$ cat src/rtl/vga_timing_pkg.sv
// vga_timing_pkg: shared raster timing constants and helpers for the VGA
// timing generator and the downstream colour-bar pattern stage.
`default_nettype none

package vga_timing_pkg;

  localparam int COUNT_W   = 10;
  localparam int COUNT_MAX = 1 << COUNT_W;

  localparam int DEF_H_DISPLAY = 640;
  localparam int DEF_H_FRONT   = 16;
  localparam int DEF_H_SYNC    = 96;
  localparam int DEF_H_BACK    = 48;
  localparam int DEF_V_DISPLAY = 480;
  localparam int DEF_V_FRONT   = 10;
  localparam int DEF_V_SYNC    = 2;
  localparam int DEF_V_BACK    = 33;

  localparam logic SYNC_ACTIVE_LOW  = 1'b0;
  localparam logic SYNC_ACTIVE_HIGH = 1'b1;

  typedef enum logic [1:0] {
    REGION_DISPLAY = 2'd0,
    REGION_FRONT   = 2'd1,
    REGION_SYNC    = 2'd2,
    REGION_BACK    = 2'd3
  } axis_region_e;

  function automatic int axis_total(input int d, input int f, input int s, input int b);
    return d + f + s + b;
  endfunction

  function automatic int h_total(input int d, input int f, input int s, input int b);
    return axis_total(d, f, s, b);
  endfunction

  function automatic int v_total(input int d, input int f, input int s, input int b);
    return axis_total(d, f, s, b);
  endfunction

  // Regions are laid out display -> front porch -> sync -> back porch.
  function automatic axis_region_e axis_region(input logic [COUNT_W-1:0] pos,
                                               input int d, input int f, input int s);
    int p;
    p = int'(pos);
    if (p < d)              return REGION_DISPLAY;
    else if (p < d + f)     return REGION_FRONT;
    else if (p < d + f + s) return REGION_SYNC;
    else                    return REGION_BACK;
  endfunction

endpackage

`default_nettype wire

$ cat src/rtl/vga_axis_counter.sv
// vga_axis_counter: one raster axis (horizontal or vertical) position counter
// with wrap strobe and blank/sync decodes of the next position.
`default_nettype none

module vga_axis_counter
  import vga_timing_pkg::*;
#(
  parameter int DISPLAY = DEF_H_DISPLAY,
  parameter int FRONT   = DEF_H_FRONT,
  parameter int SYNC    = DEF_H_SYNC,
  parameter int BACK    = DEF_H_BACK
) (
  input  logic               clk,
  input  logic               rst_n,
  input  logic               i_step,
  output logic [COUNT_W-1:0] o_count,
  output logic               o_wrap,
  output logic               o_blank_next,
  output logic               o_sync_next
);

  localparam int                 c_total = axis_total(DISPLAY, FRONT, SYNC, BACK);
  localparam logic [COUNT_W-1:0] c_last  = COUNT_W'(c_total - 1);

  logic [COUNT_W-1:0] r_count;
  logic [COUNT_W-1:0] w_next;
  logic               w_at_last;
  axis_region_e       w_region_next;

  assign w_at_last = (r_count == c_last);
  assign o_wrap    = i_step & w_at_last;

  always_comb begin
    w_next = r_count;
    if (i_step) begin
      w_next = w_at_last ? '0 : r_count + 1'b1;
    end
  end

  assign w_region_next = axis_region(w_next, DISPLAY, FRONT, SYNC);
  assign o_blank_next  = (w_region_next != REGION_DISPLAY);
  assign o_sync_next   = (w_region_next == REGION_SYNC);

  always_ff @(posedge clk or negedge rst_n) begin
    if (!rst_n) begin
      r_count <= '0;
    end else begin
      r_count <= w_next;
    end
  end

  assign o_count = r_count;

endmodule

`default_nettype wire

$ cat src/rtl/vga_timing_gen.sv
// vga_timing_gen: 640x480@60 raster timing generator producing sync, blanking,
// pixel coordinates, line/frame pulses and a frame counter.
`default_nettype none

module vga_timing_gen
  import vga_timing_pkg::*;
#(
  parameter int   H_DISPLAY   = DEF_H_DISPLAY,
  parameter int   H_FRONT     = DEF_H_FRONT,
  parameter int   H_SYNC      = DEF_H_SYNC,
  parameter int   H_BACK      = DEF_H_BACK,
  parameter int   V_DISPLAY   = DEF_V_DISPLAY,
  parameter int   V_FRONT     = DEF_V_FRONT,
  parameter int   V_SYNC      = DEF_V_SYNC,
  parameter int   V_BACK      = DEF_V_BACK,
  parameter logic SYNC_ACTIVE = SYNC_ACTIVE_LOW
) (
  input  logic               clk,
  input  logic               rst_n,
  input  logic               ena,
  output logic [COUNT_W-1:0] hpos,
  output logic [COUNT_W-1:0] vpos,
  output logic               display_on,
  output logic               hsync,
  output logic               vsync,
  output logic               line_start,
  output logic               frame_start,
  output logic [7:0]         frame_count
);

  localparam int H_TOTAL = h_total(H_DISPLAY, H_FRONT, H_SYNC, H_BACK);
  localparam int V_TOTAL = v_total(V_DISPLAY, V_FRONT, V_SYNC, V_BACK);

  if (H_TOTAL > COUNT_MAX || V_TOTAL > COUNT_MAX) begin : g_total_check
    $error("vga_timing_gen: H_TOTAL or V_TOTAL exceeds counter range");
  end

  logic w_h_wrap;
  logic w_v_wrap;
  logic w_h_blank_nxt;
  logic w_v_blank_nxt;
  logic w_h_sync_nxt;
  logic w_v_sync_nxt;

  logic       r_display_on;
  logic       r_hsync;
  logic       r_vsync;
  logic       r_line_start;
  logic       r_frame_start;
  logic [7:0] r_frame_count;

  vga_axis_counter #(
    .DISPLAY (H_DISPLAY),
    .FRONT   (H_FRONT),
    .SYNC    (H_SYNC),
    .BACK    (H_BACK)
  ) u_h_axis (
    .clk          (clk),
    .rst_n        (rst_n),
    .i_step       (ena),
    .o_count      (hpos),
    .o_wrap       (w_h_wrap),
    .o_blank_next (w_h_blank_nxt),
    .o_sync_next  (w_h_sync_nxt)
  );

  // The vertical axis advances only on a horizontal wrap, which already
  // includes ena, so vsync and vpos move together with hpos returning to 0.
  vga_axis_counter #(
    .DISPLAY (V_DISPLAY),
    .FRONT   (V_FRONT),
    .SYNC    (V_SYNC),
    .BACK    (V_BACK)
  ) u_v_axis (
    .clk          (clk),
    .rst_n        (rst_n),
    .i_step       (w_h_wrap),
    .o_count      (vpos),
    .o_wrap       (w_v_wrap),
    .o_blank_next (w_v_blank_nxt),
    .o_sync_next  (w_v_sync_nxt)
  );

  // Flags are decoded from next-state positions so each flop lands in the
  // same cycle as the counter value it describes.
  always_ff @(posedge clk or negedge rst_n) begin
    if (!rst_n) begin
      r_display_on  <= 1'b1;
      r_hsync       <= ~SYNC_ACTIVE;
      r_vsync       <= ~SYNC_ACTIVE;
      r_line_start  <= 1'b0;
      r_frame_start <= 1'b0;
      r_frame_count <= 8'd0;
    end else begin
      r_display_on  <= ~w_h_blank_nxt & ~w_v_blank_nxt;
      r_hsync       <= w_h_sync_nxt ? SYNC_ACTIVE : ~SYNC_ACTIVE;
      r_vsync       <= w_v_sync_nxt ? SYNC_ACTIVE : ~SYNC_ACTIVE;
      r_line_start  <= w_h_wrap;
      r_frame_start <= w_v_wrap;
      if (w_v_wrap) begin
        r_frame_count <= r_frame_count + 8'd1;
      end
    end
  end

  assign display_on  = r_display_on;
  assign hsync       = r_hsync;
  assign vsync       = r_vsync;
  assign line_start  = r_line_start;
  assign frame_start = r_frame_start;
  assign frame_count = r_frame_count;

endmodule

`default_nettype wire
$ cat config.mk
export PLATFORM = sky130hd
export DESIGN_NAME = vga_timing_gen
export DESIGN_NICKNAME = d
export VERILOG_FILES = /design/src/rtl/vga_timing_pkg.sv /design/src/rtl/vga_axis_counter.sv /design/src/rtl/vga_timing_gen.sv
export SDC_FILE = /design/constraint.sdc
export NUM_CORES = 1
export LEC_CHECK = 0
export BUFFER_PORTS_ARGS = -buffer_cell sky130_fd_sc_hd__clkbuf_2
export CORE_ASPECT_RATIO = 0.7
export CORE_MARGIN = 2
export CORE_UTILIZATION = 55
export CTS_CLUSTER_SIZE = 12
export DETAILED_ROUTE_END_ITERATION = 10
export GPL_TIMING_DRIVEN = 0
export PLACE_DENSITY = 0.8
export SYNTH_ARGS = -nofsm -noshare
export SYNTH_HDL_FRONTEND = slang
export SYNTH_SLANG_ARGS = --single-unit
$ cat constraint.sdc
create_clock -name clk -period 6 [get_ports clk]
set_input_delay 0.9 -clock clk [delete_from_list [all_inputs] [get_ports clk]]
set_output_delay 0.9 -clock clk [all_outputs]
set_load 0.005 [all_outputs]
=== After elaboration in Yosys (flattened, before gate mapping) ===
Cells that the tools add are included.

* Bits in registers: 33
* Output and inout bits: 33

* Add/sub/neg operators: 3
* $lt $le $gt $ge: 6
* Equality and inequality tests: 4
* Multiplexer cells: 12
* Bitwise gates (word level): 5
* Reduce and logical (&&, ||, !) cells: 2

{| class="wikitable"
|+ Operators by type and width
! kind !! number
|-
| 10-bit 2-to-1 mux || 4
|-
| 10-bit < comparator (second input constant) || 3
|-
| 10-bit by 9-bit < comparator with 1-bit output (second input constant) || 3
|-
| 10-bit by 1-bit adder with 10-bit output (second input constant) || 2
|-
| 10-bit == test (second input constant) || 2
|-
| 8-bit by 1-bit adder with 8-bit output (second input constant) || 1
|-
| 2-bit 2-to-1 mux || 4
|-
| 2-bit == test (second input constant) || 2
|-
| 1-bit 2-to-1 mux || 4
|-
| 2-bit nonzero test || 2
|-
| 1-bit AND || 3
|-
| 1-bit inverter || 2
|}

=== Longest topological paths before layout ===
Gate-level depths: netlist of run 1.

* Depth after elaboration: 10
* Mapped depth: 9
* Gate-level depth less buffers: 7

=== Cells and area by module ===
A second synthesis of run 1 with hierarchy kept.

* Cell total of the unflattened synthesis: 148
* Area, all modules: 1667.8 um^2

{| class="wikitable"
|+ Modules (own cells, without submodules)
! module !! instances !! cells each !! area an instance (um^2) !! sequential area each (um^2)
|-
| vga_axis_counter at u_v_axis || 1 || 64 || 641.9 || 250.2
|-
| vga_axis_counter at u_h_axis || 1 || 50 || 548.0 || 250.2
|-
| vga_timing_gen || 1 || 34 || 478.0 || 329.1
|}

=== Worst setup path after synthesis of run 1 ===
OpenSTA, ideal clock, no wires.

* Path kind: input to register
* From: input ena
* To: register r_frame_count[1] (netlist: frame_count[1])
* Arrival: 2.431 ns
* Path slack: 3.445 ns
* Stages on the path: 8
* Path buffers: 3
* Cells stage by stage: clkbuf_1 -> nand2_1 -> or4_4 -> buf_6 -> clkinv_4 -> and2_1 -> buf_4 -> mux2_2

* Cells in the longest elaborated chain, start to end: 2

{| class="wikitable"
|+ RTL lines
! what !! line !! text
|-
| from (decl) || vga_timing_gen.sv:20 || <nowiki>input logic ena,</nowiki>
|-
| 1-bit AND (2 in a row) || vga_axis_counter.sv:31 || <nowiki>assign o_wrap = i_step & w_at_last;</nowiki>
|-
| named net u_v_axis.o_wrap || vga_axis_counter.sv:17 || <nowiki>output logic o_wrap,</nowiki>
|-
| to (signal assigned) || vga_timing_gen.sv:101 || <nowiki>r_frame_count <= r_frame_count + 8'd1;</nowiki>
|-
| to (decl) || vga_timing_gen.sv:50 || <nowiki>logic [7:0] r_frame_count;</nowiki>
|}

The timed path passes the listed nets, and every way through them passes these cells.
A chain may end at the register's enable or synchronous reset.

=== Worst setup path in the final report of run 1 ===
* From: input ena
* To: register r_vsync (netlist: vsync)

* Cells in the longest elaborated chain, start to end: 8

{| class="wikitable"
|+ RTL lines
! what !! line !! text
|-
| 1-bit AND * || vga_axis_counter.sv:31 ||
|-
| 10-bit 2-to-1 mux * || vga_axis_counter.sv:35 || <nowiki>if (i_step) begin</nowiki>
|-
| 10-bit by 9-bit < comparator with 1-bit output || vga_timing_pkg.sv:48 || <nowiki>else if (p < d + f + s) return REGION_SYNC;</nowiki>
|-
| 1-bit 2-to-1 mux || vga_timing_pkg.sv:48 ||
|-
| 2-bit 2-to-1 mux || vga_timing_pkg.sv:47 || <nowiki>else if (p < d + f) return REGION_FRONT;</nowiki>
|-
| 2-bit 2-to-1 mux * || vga_timing_pkg.sv:46 || <nowiki>if (p < d) return REGION_DISPLAY;</nowiki>
|-
| 2-bit == test * || vga_axis_counter.sv:42 || <nowiki>assign o_sync_next = (w_region_next == REGION_SYNC);</nowiki>
|-
| 1-bit 2-to-1 mux * || vga_timing_gen.sv:97 || <nowiki>r_vsync <= w_v_sync_nxt ? SYNC_ACTIVE : ~SYNC_ACTIVE;</nowiki>
|-
| to (signal assigned) || vga_timing_gen.sv:90 || <nowiki>r_vsync <= ~SYNC_ACTIVE;</nowiki>
|-
| to (signal assigned) || vga_timing_gen.sv:97 ||
|-
| to (decl) || vga_timing_gen.sv:47 || <nowiki>logic r_vsync;</nowiki>
|}

Every way passes the cells marked *; elsewhere a longest branch is shown, timed or not.

==> results of run 1 <==
==> layout by cell type (no fill, tap or decap), types with 5 or more instances in the layout <==
master and count:
clkbuf_2 34, dfrtp_1 30, nand2_1 20, xnor2_1 14, inv_1 8, nor2_1 8
o21ai_0 8, clkbuf_1 5, nand3_1 5, nand4_1 5, clkbuf_8 5
==> registers in the layout (all words and copies together), names as in the netlist <==
signal	cells
u_v_axis.o_count	10
frame_start	1
display_on	1
frame_count	8
line_start	1
hsync	1
vsync	1
u_h_axis.o_count	10
==> report_power, final <==
group / internal (mW) / switching, mW
Combinational: 0.0350 / 0.0445
Sequential: 0.239 / 0.0222
Clock: 0.0803 / 0.0804
==> cell families after synthesis <==
logic type	count (synthesis)	share of synthesized area, %
simple gates	67	22.2
compound gates	30	12.3
buf+inv	17	5.12
flops	33	46.5
xor+xnor	18	8.84
fa+ha+maj	4	2.81
mux	4	2.31
==> metal layers <==
| layer | vias up | GRT usage, % | wire length, µm |
|---|---|---|---|
| met2 | 48 | 37.3 | 1880 |
| met5 | - | 0 | 0 |
| met1 | 709 | 32.6 | 1870 |
| met4 | 0 | 11.6 | 80 |
| met3 | 11 | 6.78 | 201 |
| li1 | 704 | - | - |
==> Yosys cell counts, drive strengths merged, types with 2 or more instances <==
library cell,n
a211o,4
a21oi,4
and2,2
and3,4
and4,3
buf,4
clkbuf,4
dfrtp,30
dfstp,3
ha,4
inv,8
mux2i,3
nand2,20
nand2b,3
nand3,5
nand4,6
nand4b,2
nor2,8
nor3,4
nor4,2
o21ai,9
o31ai,4
or3,2
or4,2
xnor2,14
xor2,4
==> final cells by class <==
type	count	area, µm²
Clock inverter	2	10.0
Inverter	9	38.8
Sequential cell	33	830
Timing Repair Buffer	34	170
Clock buffer	6	72.6
Fill cell	259	1040
Tap cell	38	47.5
Buffer	8	52.6
Multi-Input combinational cell	123	863
==> how the worst min path moves through the flow <==
stage / endpoint / slack, ns
6_report: frame_count[7] / 0.48
5_1_grt: frame_count[7] / 0.48
4_1_cts: frame_count[7] / 0.48
3_5_place_dp: frame_count[7] / 0.47
3_3_place_gp: frame_count[7] / 0.46
2_1_floorplan: frame_count[7] / 0.47
==> through the flow <==
stage	setup slack (ns)	std cells
final	3.46	253
after global routing	3.40	253
after CTS	3.54	253
after detailed placement	3.27	245
after global placement	3.29	245
after floorplan	3.44	173
==> flow_summary_export.csv, run 1 <==
group,metric,value,unit
run_status,outcome,"complete, no violations",
drt,wl_per_cell,16.0,µm
power_and_ir_drop,finalPower,0.501,mW
critical_path,cpPeakStageDelay,0.49,ns
global_route,grt_pass1_wl,6.80,mm
clock_tree,clock-root-buffer,"clkbuf_8",
min_path,holdPathStages,1,
finish,syn_to_final_growth,16.8,%
drt,drcViolationCount,0,
job,cap_violations,0,
global_route,antenna_found_initial,0,
yosys,synth-async-reset-ratio,100,%
finish,final_nets,221,
yosys,yosys-top-cells-area,"dfrtp_1 42%, xnor2_1 6.9%, dfstp_2 4.4%",
critical_path,cp_num_cells,6,
clock_tree,htreeDepth,2,
timing,hold_viol,0,
critical_path,cpMaxStageDelayCell,"o31ai_1",
critical_path,timing.rr.start,"u_v_axis.o_count[0]",
global_route,grt_pass1_vias,1406,
timing,worst_clock_skew,0.00425,ns
yosys,synth_largest_area_cell,"dfrtp_1",
critical_path,worstPathMaxFanout,9,
global_route,grt_util_all_layers,24.6,%
yosys,yosysWarnings,0,
drt,dr.pass1.iters,4,
critical_path,path_cells,"clkbuf_1, nand2_1, or4_4, buf_6, o31ai_1, nand4b_1",
yosys,synth-seq-cells,33,
floorplan,pin_count,36,
timing,slew_headroom,45.7,%
yosys,synth_area,1780,µm²
drt,dr.first_iter.drc_count,88,
min_path,worstHoldPathType,"reg2reg",
timing,slew_violations,0,
clock_tree,cts.sink_count,33,
floorplan,die_area,3720,µm²
critical_path,worst_ep_required_time,6.18,ns
floorplan,core_area,3130,µm²
clock_tree,post_cts_buffers,0,
floorplan,chipWidth,72.1,µm
critical_path,worst-path-buf-inv,2,
floorplan,initial_core_util,57.1,%
finish,fin_util,66.7,%
finish,antenna_cells,0,
drt,ant_nets,0,
finish,final_cell_area,2080,µm²
critical_path,startpoint_type,"input port",
drt,viasPerCell,5.82,
yosys,synthCells,173,
power_and_ir_drop,pwr_density_cell,240,nW/µm²
critical_path,crit_arrival,2.72,ns
finish,drive_above_1_share,27.9,%
yosys,avgSynthCellArea,10.3,µm²
timing,finalSetupTns,0,ns
critical_path,r2r_end,"frame_count[1]",
placement,hpwlAfterDp,2.84,mm
clock_tree,cts_tree,"done",
timing,fmax,394,MHz
critical_path,r2r_slack,3.70,ns
clock_tree,ctsHoldBuffers,0,
placement,dpl_cell_area,2000,µm²
clock_tree,post_cts_resized,0,
timing,setup-violations-final,0,
critical_path,critPathCapture,"vsync",
timing,hold_ws,0.482,ns
yosys,syn-num-nets,180,
critical_path,critPathTopFamily,"simple AND/OR/NAND/NOR gates",
clock_tree,clk_path_buf_depth,2,
timing,fin_crit_sh,42.3,%
clock_tree,path_clk_slew,0.07,ns
yosys,ys_seq_area_share,46.5,%
placement,port_buffers,34,
timing,finalCriticalPeriod,2.54,ns
yosys,synth_edf_count,0,
floorplan,dieHeight,51.7,µm
floorplan,rows,17,
power_and_ir_drop,power_leakage,0.967,nW
min_path,hold_path_startpoint,"frame_count[7]",
timing,rsz0062_at_grt,"false",
global_route,grt_max_degree,34,
drt,route.vias.total,1472,
timing,tightest_slew,0.815,ns
clock_tree,cts_made_buffers,5,
drt,drt_wl_total,4.04,mm
clock_tree,worstSkewPairLatency,0.28,ns
critical_path,r2r_cells,8,
placement,gp_congestion,0.841,
yosys,synth_top_area_share,42.1,%
yosys,ys.flop_type,"dfrtp_1",
global_route,overflow,0,
critical_path,critical_path.startpoint,"ena",
power_and_ir_drop,irDropWorstVdd,0.000150,V
yosys,synth_cell_types,47,
critical_path,end_kind,"register",
critical_path,worst-setup-path-type,"in2reg",
Note: power is estimated with default switching activity, not from simulation.
==> run 2: changes to the inputs <==
--- a/config.mk
+++ b/config.mk
@@ -8,11 +8,11 @@
 export BUFFER_PORTS_ARGS = -buffer_cell sky130_fd_sc_hd__clkbuf_2
 export CORE_ASPECT_RATIO = 0.7
 export CORE_MARGIN = 2
-export CORE_UTILIZATION = 55
+export CORE_UTILIZATION = 49
 export CTS_CLUSTER_SIZE = 12
 export DETAILED_ROUTE_END_ITERATION = 10
 export GPL_TIMING_DRIVEN = 0
-export PLACE_DENSITY = 0.8
+export PLACE_DENSITY = 0.75
 export SYNTH_ARGS = -nofsm -noshare
 export SYNTH_HDL_FRONTEND = slang
 export SYNTH_SLANG_ARGS = --single-unit
==> constraint.sdc (replaced) <==
create_clock -name clk -period 2.1 [get_ports clk]
set_input_delay 0.315 -clock clk [delete_from_list [all_inputs] [get_ports clk]]
set_output_delay 0.315 -clock clk [all_outputs]
set_load 0.005 [all_outputs]
==> flow_summary_export.csv, run 2 (same netlist as run 1, synthesis figures left out) <==
group,metric,value,unit
critical_path,timing.rr.start,"u_h_axis.o_count[6]",
finish,n_fill_cell,298,
drt,dr.pass1.iters,4,
placement,port_buffers,34,
critical_path,end_kind,"register",
global_route,overflow,0,
min_path,worstHoldPathType,"in2async",
timing,tightest_slew,0.830,ns
critical_path,critical_path.startpoint,"u_h_axis.o_count[6]",
global_route,grt_max_degree,34,
global_route,grtUsageMet2,29.3,%
floorplan,chipWidth,76.1,µm
timing,fmax,477,MHz
drt,wl_per_cell,15.0,µm
job,cap_violations,0,
finish,layout.cells.non_filler,275,
global_route,grt_util_met3,4.95,%
finish,regArea,832,µm²
timing,setup-violations-final,0,
drt,dr.first_iter.drc_count,78,
finish,final_common_cell,"clkbuf_2",
timing,rsz0062_at_grt,"true",
finish,fin_util,64.1,%
clock_tree,clock-root-buffer,"clkbuf_8",
power_and_ir_drop,finalPower,1.46,mW
drt,ant_nets,0,
placement,gp_congestion,0.813,
placement,hpwlAfterDp,2.78,mm
finish,syn_to_final_growth,26.2,%
global_route,grt_pass1_wl,6.03,mm
critical_path,startpoint_type,"register",
clock_tree,clk_path_buf_depth,2,
timing,fin_crit_sh,99.8,%
clock_tree,cts_made_buffers,5,
critical_path,worst_ep_required_time,2.27,ns
finish,drive_above_1_share,36.9,%
placement,dp_slack,-0.170,ns
power_and_ir_drop,power_leakage,1.05,nW
run_status,outcome,"complete, no violations",
critical_path,worstPathMaxFanout,6,
clock_tree,worstSkewPairLatency,0.28,ns
placement,place_inst,257,
timing,hold_ws,0.118,ns
finish,multi_input_area,910,µm²
timing,worst_clock_skew,0.00235,ns
clock_tree,cts.sink_count,33,
floorplan,core_area,3510,µm²
power_and_ir_drop,irDropWorstVdd,0.000416,V
floorplan,die_area,4150,µm²
timing,finalCriticalPeriod,2.10,ns
floorplan,rows,18,
global_route,grt_util_all_layers,19.4,%
critical_path,worst-setup-path-type,"reg2reg",
timing,slew_violations,0,
floorplan,initial_core_util,50.8,%
critical_path,crit_arrival,2.26,ns
timing,slew_headroom,44.7,%
clock_tree,htreeDepth,2,
floorplan,pin_count,36,
finish,antenna_cells,0,
clock_tree,path_clk_slew,0.07,ns
drt,viasPerCell,5.49,
power_and_ir_drop,pwr_density_cell,650,nW/µm²
clock_tree,cts_tree,"done",
finish,final_nets,231,
global_route,gr-max-usage-layer,"met2",
floorplan,dieHeight,54.5,µm
global_route,antenna_found_initial,0,
drt,drt_wl_total,4.13,mm
global_route,grt_pass1_vias,1260,
timing,hold_viol,0,
drt,route.vias.total,1510,
drt,drcViolationCount,0,
finish,mostFrequentLayoutCells,"34 x clkbuf_2, 28 x dfrtp_1, 20 x nand2_1",
global_route,use_met1,27.4,%
timing,fin_ws,0.00490,ns
[run 2: changes by cell type in the layout (fill, tap and decap cells not counted), moves of 2 or more]
| cell | before | now |
|---|---|---|
| buf_4 | 2 | 12 |
| dfrtp_1 | 30 | 28 |
| clkbuf_1 | 5 | 3 |
| dfrtp_2 | 0 | 2 |
[run 2: final timing paths]
path / slack [ns] / endpoint / depth (start not counted)
worst min register to register: 0.48 / frame_count[7] / 1
max in group asynchronous: 1.41 / u_h_axis.o_count[7] / 1
worst min-delay path: 0.12 / line_start / 1
worst max-delay path: 0.005 / u_v_axis.o_count[6] / 6
worst max register to register: 0.005 / u_v_axis.o_count[6] / 6
min in group clk: 0.42 / u_h_axis.o_count[0] / 2
[run 2: layout make-up]
class | count | share of cell area (%)
inverters | 9 | 1.72
repair buffers | 48 | 13.0
well taps | 50 | 2.78
clock inverters | 2 | 0.445
flip-flops and latches | 33 | 37.0
plain buffers | 4 | 1.50
multi-input cells | 123 | 40.4
clock buffers | 6 | 3.22
[run 2: critical path, stage by stage, from the launching register on]
cell       delay [ns]
dfrtp_1          0.39
buf_6            0.13
nand4bb_4        0.23
or4_4            0.59
buf_6            0.15
or3_4            0.35
xnor2_1          0.13
[run 2: power breakdown]
group / internal [mW] / switching, mW
Clock: 0.229 / 0.232
Combinational: 0.124 / 0.127
Sequential: 0.682 / 0.0681
Total: 1.04 / 0.427
[run 2: what timing repair did]
action | 4_1_cts | 5_1_grt
pin swaps | 2 | 4
hold buffers | 0 | 0
buffers inserted | 4 | 10
endpoints found under the setup margin | 9 | 14
resized for setup | 6 | 11
[run 2: per-stage QoR]
stage                     cell area (µm²)  setup TNS, ns
after detailed placement             2020         -0.629
after floorplan                      1780              0
after global placement               2020         -0.167
after CTS                            2130       -0.00420
final                                2250              0
after global routing                 2250        -0.0725
[run 2: metal layers]
metal,share of wire [%],wire length [µm]
met1,48,2000
met4,1.5,61
met5,0,0
met3,5.2,213
met2,45,1850
